## src/rtl/setting_arb_pkg.sv

```systemverilog
// Shared types and width helpers for the settings-bus arbiter.
package setting_arb_pkg;

    typedef enum logic {
        ST_IDLE,
        ST_LOCKED
    } arb_state_t;

    localparam int DATA_W = 32;
    localparam int WDOG_W = 16;

    function automatic int src_w(input int num_req);
        return (num_req > 1) ? $clog2(num_req) : 1;
    endfunction

    function automatic int beat_w(input int awidth);
        return awidth + DATA_W;
    endfunction

endpackage

```

## src/rtl/setting_bus_arbiter_if.sv

```systemverilog
// Command-source streams and the shared settings bus, as seen by the arbiter (master)
// and by the sources/register fan-out (slave).
interface setting_bus_arbiter_if #(
    parameter int NUM_REQ = 4,
    parameter int AWIDTH  = 8
);
    import setting_arb_pkg::*;

    localparam int SRC_W  = src_w(NUM_REQ);
    localparam int BEAT_W = beat_w(AWIDTH);

    logic [NUM_REQ*BEAT_W-1:0] i_tdata;
    logic [NUM_REQ-1:0]        i_tlast;
    logic [NUM_REQ-1:0]        i_tvalid;
    logic [NUM_REQ-1:0]        i_tready;
    logic                      set_stb;
    logic [AWIDTH-1:0]         set_addr;
    logic [DATA_W-1:0]         set_data;
    logic [SRC_W-1:0]          set_src;

    modport master (
        input  i_tdata, i_tlast, i_tvalid,
        output i_tready, set_stb, set_addr, set_data, set_src
    );

    modport slave (
        output i_tdata, i_tlast, i_tvalid,
        input  i_tready, set_stb, set_addr, set_data, set_src
    );

endinterface

```

## src/rtl/setting_arb_rr_pick.sv

```systemverilog
// Combinational round-robin picker: first requester after rr_ptr_i, wrapping modulo NUM_REQ.
module setting_arb_rr_pick
    import setting_arb_pkg::*;
#(
    parameter int NUM_REQ = 4,
    localparam int SRC_W  = src_w(NUM_REQ)
) (
    input  logic [NUM_REQ-1:0] req_i,
    input  logic [SRC_W-1:0]   rr_ptr_i,
    output logic [NUM_REQ-1:0] grant_oh_o,
    output logic [SRC_W-1:0]   grant_idx_o,
    output logic               any_req_o
);

    logic             found;
    logic [SRC_W-1:0] idx;

    always_comb begin
        grant_oh_o  = '0;
        grant_idx_o = '0;
        any_req_o   = |req_i;
        found       = 1'b0;
        idx         = '0;
        // i = NUM_REQ lands on rr_ptr itself, so the last owner is the lowest priority
        for (int i = 1; i <= NUM_REQ; i++) begin
            idx = SRC_W'((int'(rr_ptr_i) + i) % NUM_REQ);
            if (!found && req_i[idx]) begin
                found            = 1'b1;
                grant_idx_o      = idx;
                grant_oh_o[idx]  = 1'b1;
            end
        end
    end

endmodule

```

## src/rtl/setting_bus_arbiter.sv

```systemverilog
// Round-robin, packet-atomic arbiter sharing one settings bus between NUM_REQ command streams.
// Optional lock watchdog compiled in with SETTING_ARB_WATCHDOG_EN.
module setting_bus_arbiter
    import setting_arb_pkg::*;
#(
    parameter int NUM_REQ = 4,
    parameter int AWIDTH  = 8,
    parameter int TIMEOUT = 255
) (
    input  logic                  clk,
    input  logic                  reset,
    setting_bus_arbiter_if.master bus,
    output logic                  busy,
    output logic                  timeout_stb
);

    localparam int SRC_W  = src_w(NUM_REQ);
    localparam int BEAT_W = beat_w(AWIDTH);

    arb_state_t        state_q, state_d;
    logic [SRC_W-1:0]  owner_q, owner_d;
    logic [SRC_W-1:0]  rr_ptr_q, rr_ptr_d;
    logic              set_stb_q;
    logic [AWIDTH-1:0] set_addr_q;
    logic [DATA_W-1:0] set_data_q;
    logic [SRC_W-1:0]  set_src_q;

    logic [NUM_REQ-1:0] grant_oh;
    logic [SRC_W-1:0]   grant_idx;
    logic               any_req;
    logic               accept;
    logic [SRC_W-1:0]   accept_idx;
    logic [NUM_REQ-1:0] tready;
    logic [BEAT_W-1:0]  beat [NUM_REQ];
    logic [BEAT_W-1:0]  sel_beat;

    generate
        for (genvar gi = 0; gi < NUM_REQ; gi++) begin : g_beat
            assign beat[gi] = bus.i_tdata[gi*BEAT_W +: BEAT_W];
        end
    endgenerate

    setting_arb_rr_pick #(
        .NUM_REQ (NUM_REQ)
    ) u_pick (
        .req_i       (bus.i_tvalid),
        .rr_ptr_i    (rr_ptr_q),
        .grant_oh_o  (grant_oh),
        .grant_idx_o (grant_idx),
        .any_req_o   (any_req)
    );

`ifdef SETTING_ARB_WATCHDOG_EN
    logic [WDOG_W-1:0] wdog_q, wdog_d;
    logic              tmo_q, tmo_d;
`endif

    always_comb begin
        state_d    = state_q;
        owner_d    = owner_q;
        rr_ptr_d   = rr_ptr_q;
        tready     = '0;
        accept     = 1'b0;
        accept_idx = owner_q;
`ifdef SETTING_ARB_WATCHDOG_EN
        wdog_d     = wdog_q;
        tmo_d      = 1'b0;
`endif
        case (state_q)
            ST_IDLE: begin
`ifdef SETTING_ARB_WATCHDOG_EN
                wdog_d = '0;
`endif
                if (any_req) begin
                    tready     = grant_oh;
                    accept     = 1'b1;
                    accept_idx = grant_idx;
                    rr_ptr_d   = grant_idx;
                    if (!bus.i_tlast[grant_idx]) begin
                        owner_d = grant_idx;
                        state_d = ST_LOCKED;
                    end
                end
            end
            ST_LOCKED: begin
                tready[owner_q] = 1'b1;
                if (bus.i_tvalid[owner_q]) begin
                    accept     = 1'b1;
                    accept_idx = owner_q;
`ifdef SETTING_ARB_WATCHDOG_EN
                    wdog_d     = '0;
`endif
                    // rr_ptr already points at the owner, so the next grant starts after it
                    if (bus.i_tlast[owner_q]) begin
                        state_d = ST_IDLE;
                    end
                end
`ifdef SETTING_ARB_WATCHDOG_EN
                else if (wdog_q == WDOG_W'(TIMEOUT - 1)) begin
                    state_d = ST_IDLE;
                    wdog_d  = '0;
                    tmo_d   = 1'b1;
                end else begin
                    wdog_d = wdog_q + WDOG_W'(1);
                end
`endif
            end
            default: state_d = ST_IDLE;
        endcase
    end

    assign sel_beat = beat[accept_idx];

    always_ff @(posedge clk) begin
        if (reset) begin
            state_q    <= ST_IDLE;
            owner_q    <= '0;
            rr_ptr_q   <= SRC_W'(NUM_REQ - 1);
            set_stb_q  <= 1'b0;
            set_addr_q <= '0;
            set_data_q <= '0;
            set_src_q  <= '0;
        end else begin
            state_q   <= state_d;
            owner_q   <= owner_d;
            rr_ptr_q  <= rr_ptr_d;
            set_stb_q <= accept;
            if (accept) begin
                set_addr_q <= sel_beat[BEAT_W-1 -: AWIDTH];
                set_data_q <= sel_beat[DATA_W-1:0];
                set_src_q  <= accept_idx;
            end
        end
    end

`ifdef SETTING_ARB_WATCHDOG_EN
    always_ff @(posedge clk) begin
        if (reset) begin
            wdog_q <= '0;
            tmo_q  <= 1'b0;
        end else begin
            wdog_q <= wdog_d;
            tmo_q  <= tmo_d;
        end
    end

    assign timeout_stb = tmo_q;
`else
    // No watchdog: constant 0 for every legal TIMEOUT
    assign timeout_stb = (TIMEOUT > 65535);
`endif

    assign bus.i_tready = tready;
    assign bus.set_stb  = set_stb_q;
    assign bus.set_addr = set_addr_q;
    assign bus.set_data = set_data_q;
    assign bus.set_src  = set_src_q;
    assign busy         = (state_q == ST_LOCKED);

endmodule

```

## src/flat_wrapper.sv

```systemverilog
// flat-port wrapper written by rule: the top's interface ports become plain ports
module setting_bus_arbiter_flat import setting_arb_pkg::*;
#(
    parameter int NUM_REQ = 4,
    parameter int AWIDTH  = 8,
    parameter int TIMEOUT = 255
)
  (clk, reset, busy, timeout_stb, bus_i_tdata, bus_i_tlast, bus_i_tvalid, bus_i_tready, bus_set_stb, bus_set_addr, bus_set_data, bus_set_src);
  setting_bus_arbiter_if #(.NUM_REQ(NUM_REQ), .AWIDTH(AWIDTH)) bus_i ();
  input  logic clk;
  input  logic reset;
  output logic busy;
  output logic timeout_stb;
  input wire logic [$bits(bus_i.i_tdata)-1:0] bus_i_tdata;
  input wire logic [$bits(bus_i.i_tlast)-1:0] bus_i_tlast;
  input wire logic [$bits(bus_i.i_tvalid)-1:0] bus_i_tvalid;
  output wire logic [$bits(bus_i.i_tready)-1:0] bus_i_tready;
  output wire logic [$bits(bus_i.set_stb)-1:0] bus_set_stb;
  output wire logic [$bits(bus_i.set_addr)-1:0] bus_set_addr;
  output wire logic [$bits(bus_i.set_data)-1:0] bus_set_data;
  output wire logic [$bits(bus_i.set_src)-1:0] bus_set_src;
  assign bus_i.i_tdata = bus_i_tdata;
  assign bus_i.i_tlast = bus_i_tlast;
  assign bus_i.i_tvalid = bus_i_tvalid;
  assign bus_i_tready = bus_i.i_tready;
  assign bus_set_stb = bus_i.set_stb;
  assign bus_set_addr = bus_i.set_addr;
  assign bus_set_data = bus_i.set_data;
  assign bus_set_src = bus_i.set_src;
  setting_bus_arbiter #(.NUM_REQ(NUM_REQ), .AWIDTH(AWIDTH), .TIMEOUT(TIMEOUT)) u_core (.clk(clk), .reset(reset), .bus(bus_i), .busy(busy), .timeout_stb(timeout_stb));
endmodule
```

## config.mk

```make
export PLATFORM = sky130hd
export DESIGN_NAME = setting_bus_arbiter_flat
export DESIGN_NICKNAME = d
export VERILOG_FILES = /design/src/rtl/setting_arb_pkg.sv /design/src/rtl/setting_bus_arbiter_if.sv /design/src/rtl/setting_arb_rr_pick.sv /design/src/rtl/setting_bus_arbiter.sv /design/src/flat_wrapper.sv
export SDC_FILE = /design/constraint.sdc
export NUM_CORES = 1
export LEC_CHECK = 0
export CAP_MARGIN = 15
export CORE_MARGIN = 8
export CORE_UTILIZATION = 39
export CTS_CLUSTER_SIZE = 10
export DETAILED_ROUTE_END_ITERATION = 10
export PLACE_DENSITY = 0.95
export SYNTH_ARGS = -nofsm -noshare
export SYNTH_HDL_FRONTEND = slang
export SYNTH_HIERARCHICAL = 1
export SYNTH_SLANG_ARGS = --single-unit
```

## constraint.sdc

```tcl
create_clock -name clk -period 10.74 [get_ports clk]
set_clock_uncertainty 0.1 [all_clocks]
set_input_delay 1.611 -clock clk [delete_from_list [all_inputs] [get_ports clk]]
set_output_delay 1.611 -clock clk [all_outputs]
set_load 0.01 [all_outputs]
```

==> out/results.ini, run 1 <==
[clock_network]
root_buffer = clkbuf_8
clk_latency_ns = 0.29
cts_made_buffers = 5
cts_tree = yes
clk_pin_slew_ns = 0.08
holdBufCountCts = 0
cts.sinks = 48
cts.path.max_buffers = 2
postCtsSetupRepairBufs = 0
cts_resized = 0
h-tree-depth = 2

[timing]
finalHoldViolations = 0
setup_tns_ns = 0
final-setup-viol-count = 0
drv_slew = 0
tightest_slew_ns = 0.945
holdWs_ns = 0.385
fin_crit_sh = 0.542
slew_headroom = 0.369
rsz0062_at_grt = no
fin_crit_ns = 5.82
max_freq_mhz = 172

[synth]
ys_async_sr_fraction = 0
synth_seq_cells = 48
avgSynthCellArea_um2 = 12.0
yosysSeqAreaShare = 0.293
syn_area_mm2 = 0.00328
synth_top_flop_cell = dfxtp_1
yosys_warnings = 6
synthCells = 273
synth_cell_types = 42
synth_nets = 451
synth_edf_count = 0

[detailed_routing]
drc = 0
wl_per_cell_um = 22.6
postRouteAntennaNets = 0
drt-total-wl_um = 13100
vias_per_cell = 5.70
vias = 3308
drtPass1Iterations = 6
first_iter_violations = 222

[critical_path]
worstPathRequired_ns = 9.03
worst_setup_path_end_kind = output port
startpoint_type = input pin
path_max_fanout = 10
cp.arrival_ns = 4.11
rrSetupSlack_ns = 5.79
critical_path_class = input pin to output port

[die]
rows = 33
coreArea_mm2 = 0.00818
top_level_ports = 219
die_h_um = 108
die-area_mm2 = 0.0116
start_util = 0.401
die_x_um = 108

[worst_hold_path]
min_path_type = flop to flop

[finish]
fill_cells = 602
n_antenna_cell = 0
layout_commonest_cell = clkdlybuf4s50_1
fin_nets = 652
drive_gt1_frac = 0.141
multi_input_area_mm2 = 0.00218
regArea_um2 = 961
mostFrequentLayoutCells = 217 x clkdlybuf4s50_1, 48 x dfxtp_1, 41 x mux4_2
area_growth_syn_to_layout_pct = 69.8

[power]
cellPowerDensity_mw_per_mm2 = 253
leakagePower_uw = 0.00207
ir_worst_vdd_uv = 153

[grt]
grt_use_total = 0.216
grt_pass1_wl_um = 19900
grt_pass1_vias = 3498
grt_max_degree = 42
grt_remaining_overflow = 0
antenna_found_initial = 0

[run]
max_cap_violations = 0

[place]
portBuffers = 217
gpl.final_weighted_congestion = 0.895
dp_hpwl_um = 10700

[status]
status = completed

## synth_stat cells (5+ instances only)
cell type	instances	area (um2)
dfxtp_1	48	961
mux4_2	41	923
a22o_1	40	350
nor2_1	15	56.3
nand2_1	13	48.8
clkbuf_1	11	41.3
and3_1	8	50.1
ha_1	8	100
o21ai_0	7	35.0
buf_2	6	30.0
buf_6	6	67.6
inv_1	6	22.5
mux2i_1	6	60.1
o22ai_1	6	37.5
a21oi_1	5	25.0
## final timing paths
check,start,to,cells after the start
worst max-delay path,bus_i_tvalid[2],bus_i_tready[1],7
worst min-delay path,u_core/bus.set_data[11],u_core/bus.set_data[11],1
worst max register to register,u_core/rr_ptr_q[0],u_core/bus.set_data[11],9
worst min register to register,u_core/bus.set_data[11],u_core/bus.set_data[11],1
## worst max-delay path: stages
cell and delay (ns):
clkdlybuf4s50_1 0.57, mux2i_2 0.50, o22ai_1 0.17, a2111oi_1 0.46, o2bb2ai_1 0.10, a32o_1 0.21, clkdlybuf4s50_1 0.49
## power breakdown
group | leakage [uW] | internal [uW] | switching (uW)
combinational | 0.00162 | 547 | 410
clock | 0.0000516 | 52.7 | 60.9
sequential | 0.000398 | 267 | 72.7
total | 0.00207 | 866 | 543
## flip-flops by register name, indices dropped and copies added, names as in the netlist
signal / count
u_core/busy: 1
u_core/bus.set_addr: 8
u_core/owner_q: 2
u_core/bus.set_src: 2
u_core/rr_ptr_q: 2
u_core/bus.set_stb: 1
u_core/bus.set_data: 32
## metrics by stage
| stage | area, um2 | power (uW) | setup slack [ns] | instances | util |
|---|---|---|---|---|---|
| finish | 5570 | 1410 | 4.92 | 580 | 0.681 |
| global route | 5570 | 1500 | 4.76 | 580 | 0.681 |
| CTS | 5570 | 1420 | 4.95 | 580 | 0.681 |
| detailed placement | 5470 | 1310 | 4.95 | 572 | 0.669 |
| global placement | 5470 | 1280 | 5.05 | 572 | 0.669 |
| floorplan | 3280 | 949 | 6.22 | 273 | - |
## final cells by class
| cell class | instances | area share |
|---|---|---|
| clock inverters | 2 | 0.00247 |
| flip-flops and latches | 48 | 0.173 |
| repair buffers | 218 | 0.391 |
| multi-input cells | 195 | 0.391 |
| inverters | 6 | 0.00404 |
| well taps | 105 | 0.0236 |
| clock buffers | 6 | 0.0148 |
## cell families after synthesis
family / count (synthesis) / synth area share
AO/OA/AOI/OAI: 77 / 0.190
adder cells (fa/ha/maj): 8 / 0.0305
multiplexers: 57 / 0.352
AND/OR/NAND/NOR: 52 / 0.0820
buffers and inverters: 30 / 0.0515
other: 1 / 0.00114
flip-flops: 48 / 0.293
## routing by layer
metal  track usage  vias up  wire length, um
li1              -     1503                -
met5             0        -                0
met4        0.0476        0              153
met1         0.241     1601             4830
met2         0.393      192             6920
met3        0.0659       12             1220
Note: power is estimated with default switching activity, not from simulation.
==> run 2: changes to the inputs <==
--- a/config.mk
+++ b/config.mk
@@ -7,10 +7,10 @@
 export LEC_CHECK = 0
 export CAP_MARGIN = 15
 export CORE_MARGIN = 8
-export CORE_UTILIZATION = 39
+export CORE_UTILIZATION = 36
 export CTS_CLUSTER_SIZE = 10
 export DETAILED_ROUTE_END_ITERATION = 10
-export PLACE_DENSITY = 0.95
+export PLACE_DENSITY = 0.91
 export SYNTH_ARGS = -nofsm -noshare
 export SYNTH_HDL_FRONTEND = slang
 export SYNTH_HIERARCHICAL = 1
==> constraint.sdc (replaced) <==
create_clock -name clk -period 6.1 [get_ports clk]
set_clock_uncertainty 0.1 [all_clocks]
set_input_delay 0.915 -clock clk [delete_from_list [all_inputs] [get_ports clk]]
set_output_delay 0.915 -clock clk [all_outputs]
set_load 0.01 [all_outputs]
==> out/results.ini, run 2 (synthesized netlist as in run 1, its figures left out) <==
[finish]
n_antenna_cell = 0
multi_input_area_mm2 = 0.00218
fin_cells = 585
fill_cells = 706
layout_commonest_cell = clkdlybuf4s50_1
drive_gt1_frac = 0.139
mostFrequentLayoutCells = 217 x clkdlybuf4s50_1, 48 x dfxtp_1, 41 x mux4_2
fin_nets = 652
regArea_um2 = 961
area_growth_syn_to_layout_pct = 69.9
largest_reg_flops = 32

[critical_path]
rr_startpoint = u_core/rr_ptr_q[1]
cp.arrival_ns = 4.76
worstPathRequired_ns = 6.20
crit_path_start = u_core/rr_ptr_q[1]
startpoint_type = flop
critical_path_class = flop to flop
worst_setup_path_end_kind = flop
path_max_fanout = 41

[detailed_routing]
drtPass1Iterations = 4
drt-total-wl_um = 13200
drc = 0
vias_per_cell = 5.59
first_iter_violations = 211
wl_per_cell_um = 22.5
postRouteAntennaNets = 0
vias = 3268

[power]
p_int_uw = 1520
p_comb_frac = 0.678
cellPowerDensity_mw_per_mm2 = 444
p_clk_frac = 0.082
ir_worst_vdd_uv = 479
swShare = 0.385
finalPower_uw = 2480
p_sw_uw = 954
seqPwrFrac = 0.240
leakagePower_uw = 0.00206

[place]
portBuffers = 217
gpl.final_weighted_congestion = 0.890
place_inst = 578
dp_hpwl_um = 10600

[timing]
setup_tns_ns = 0
drv_slew = 0
max_freq_mhz = 214
finalHoldViolations = 0
tightest_slew_ns = 1.01
slew_headroom = 0.327
fin_crit_ns = 4.66
final-setup-viol-count = 0
rsz0062_at_grt = no
fin_crit_sh = 0.764

[grt]
grt_pass1_wl_um = 20200
grt_max_degree = 42
grt_pass1_vias = 3436
antenna_found_initial = 0
grt_remaining_overflow = 0
grt_use_total = 0.201

[die]
rows = 35
die_x_um = 111
top_level_ports = 219
coreArea_mm2 = 0.00902
die_h_um = 111
start_util = 0.364
die-area_mm2 = 0.0124

[clock_network]
clk_pin_slew_ns = 0.09
cts_resized = 0
cts.path.max_buffers = 2
cts.sinks = 48
cts_tree = yes
clk_latency_ns = 0.30
holdBufCountCts = 0
root_buffer = clkbuf_8
h-tree-depth = 2
cts_made_buffers = 5
postCtsSetupRepairBufs = 0

[worst_hold_path]
hp-start = u_core/bus.set_data[6]
min_path_type = flop to flop

[status]
status = completed

[run]
max_cap_violations = 0

run 2: cell types whose count changed in the layout (fill, tap and decap cells not counted):
| cell | delta |
|---|---|
| inv_6 | -1 |
| clkinv_4 | +1 |
| clkinv_2 | -1 |
run 2: final timing paths:
kind | end | slack, ns | cells after the start
worst max-delay path | u_core/bus.set_data[11] | 1.44 | 9
worst min-delay path | u_core/bus.set_data[6] | 0.39 | 1
worst max register to register | u_core/bus.set_data[11] | 1.44 | 9
worst min register to register | u_core/bus.set_data[6] | 0.39 | 1
run 2: power by group through the flow:
stage	combinational, uW	sequential [uW]	clock (uW)
finish	1680	594	203
global route	1800	613	221
CTS	1700	590	213
detailed placement	1690	598	0
global placement	1660	587	0
floorplan	1040	631	0
run 2: critical path: stages (launching register included):
cell and delay, ns:
dfxtp_1 0.75, inv_1 0.33, ha_1 0.65, mux2_2 0.38, nand2_1 0.10, o21ai_0 0.09
a31oi_1 0.45, mux2_4 0.77, mux4_1 0.64, a22o_1 0.23
run 2: area by class of cell:
class / instances / area share
well taps: 111 / 0.0249
multi-input cells: 195 / 0.391
clock inverters: 1 / 0.00157
clock buffers: 6 / 0.0148
flip-flops and latches: 48 / 0.173
inverters: 6 / 0.00404
repair buffers: 218 / 0.391
run 2: per-layer routing:
layer,wire [um],up-vias,track usage
met5,0,-,0
met4,106,0,0.0293
met3,877,9,0.0505
met2,7020,152,0.371
met1,5170,1602,0.230
li1,-,1505,-
run 2: through the flow:
stage	util	worst slack, ns	hold slack (ns)	area (um2)
finish	0.617	1.44	0.390	5570
global route	0.617	1.08	0.408	5570
CTS	0.617	1.39	0.386	5570
detailed placement	0.607	1.41	0.364	5480
global placement	0.607	1.55	0.356	5480
floorplan	-	2.60	0.397	3280
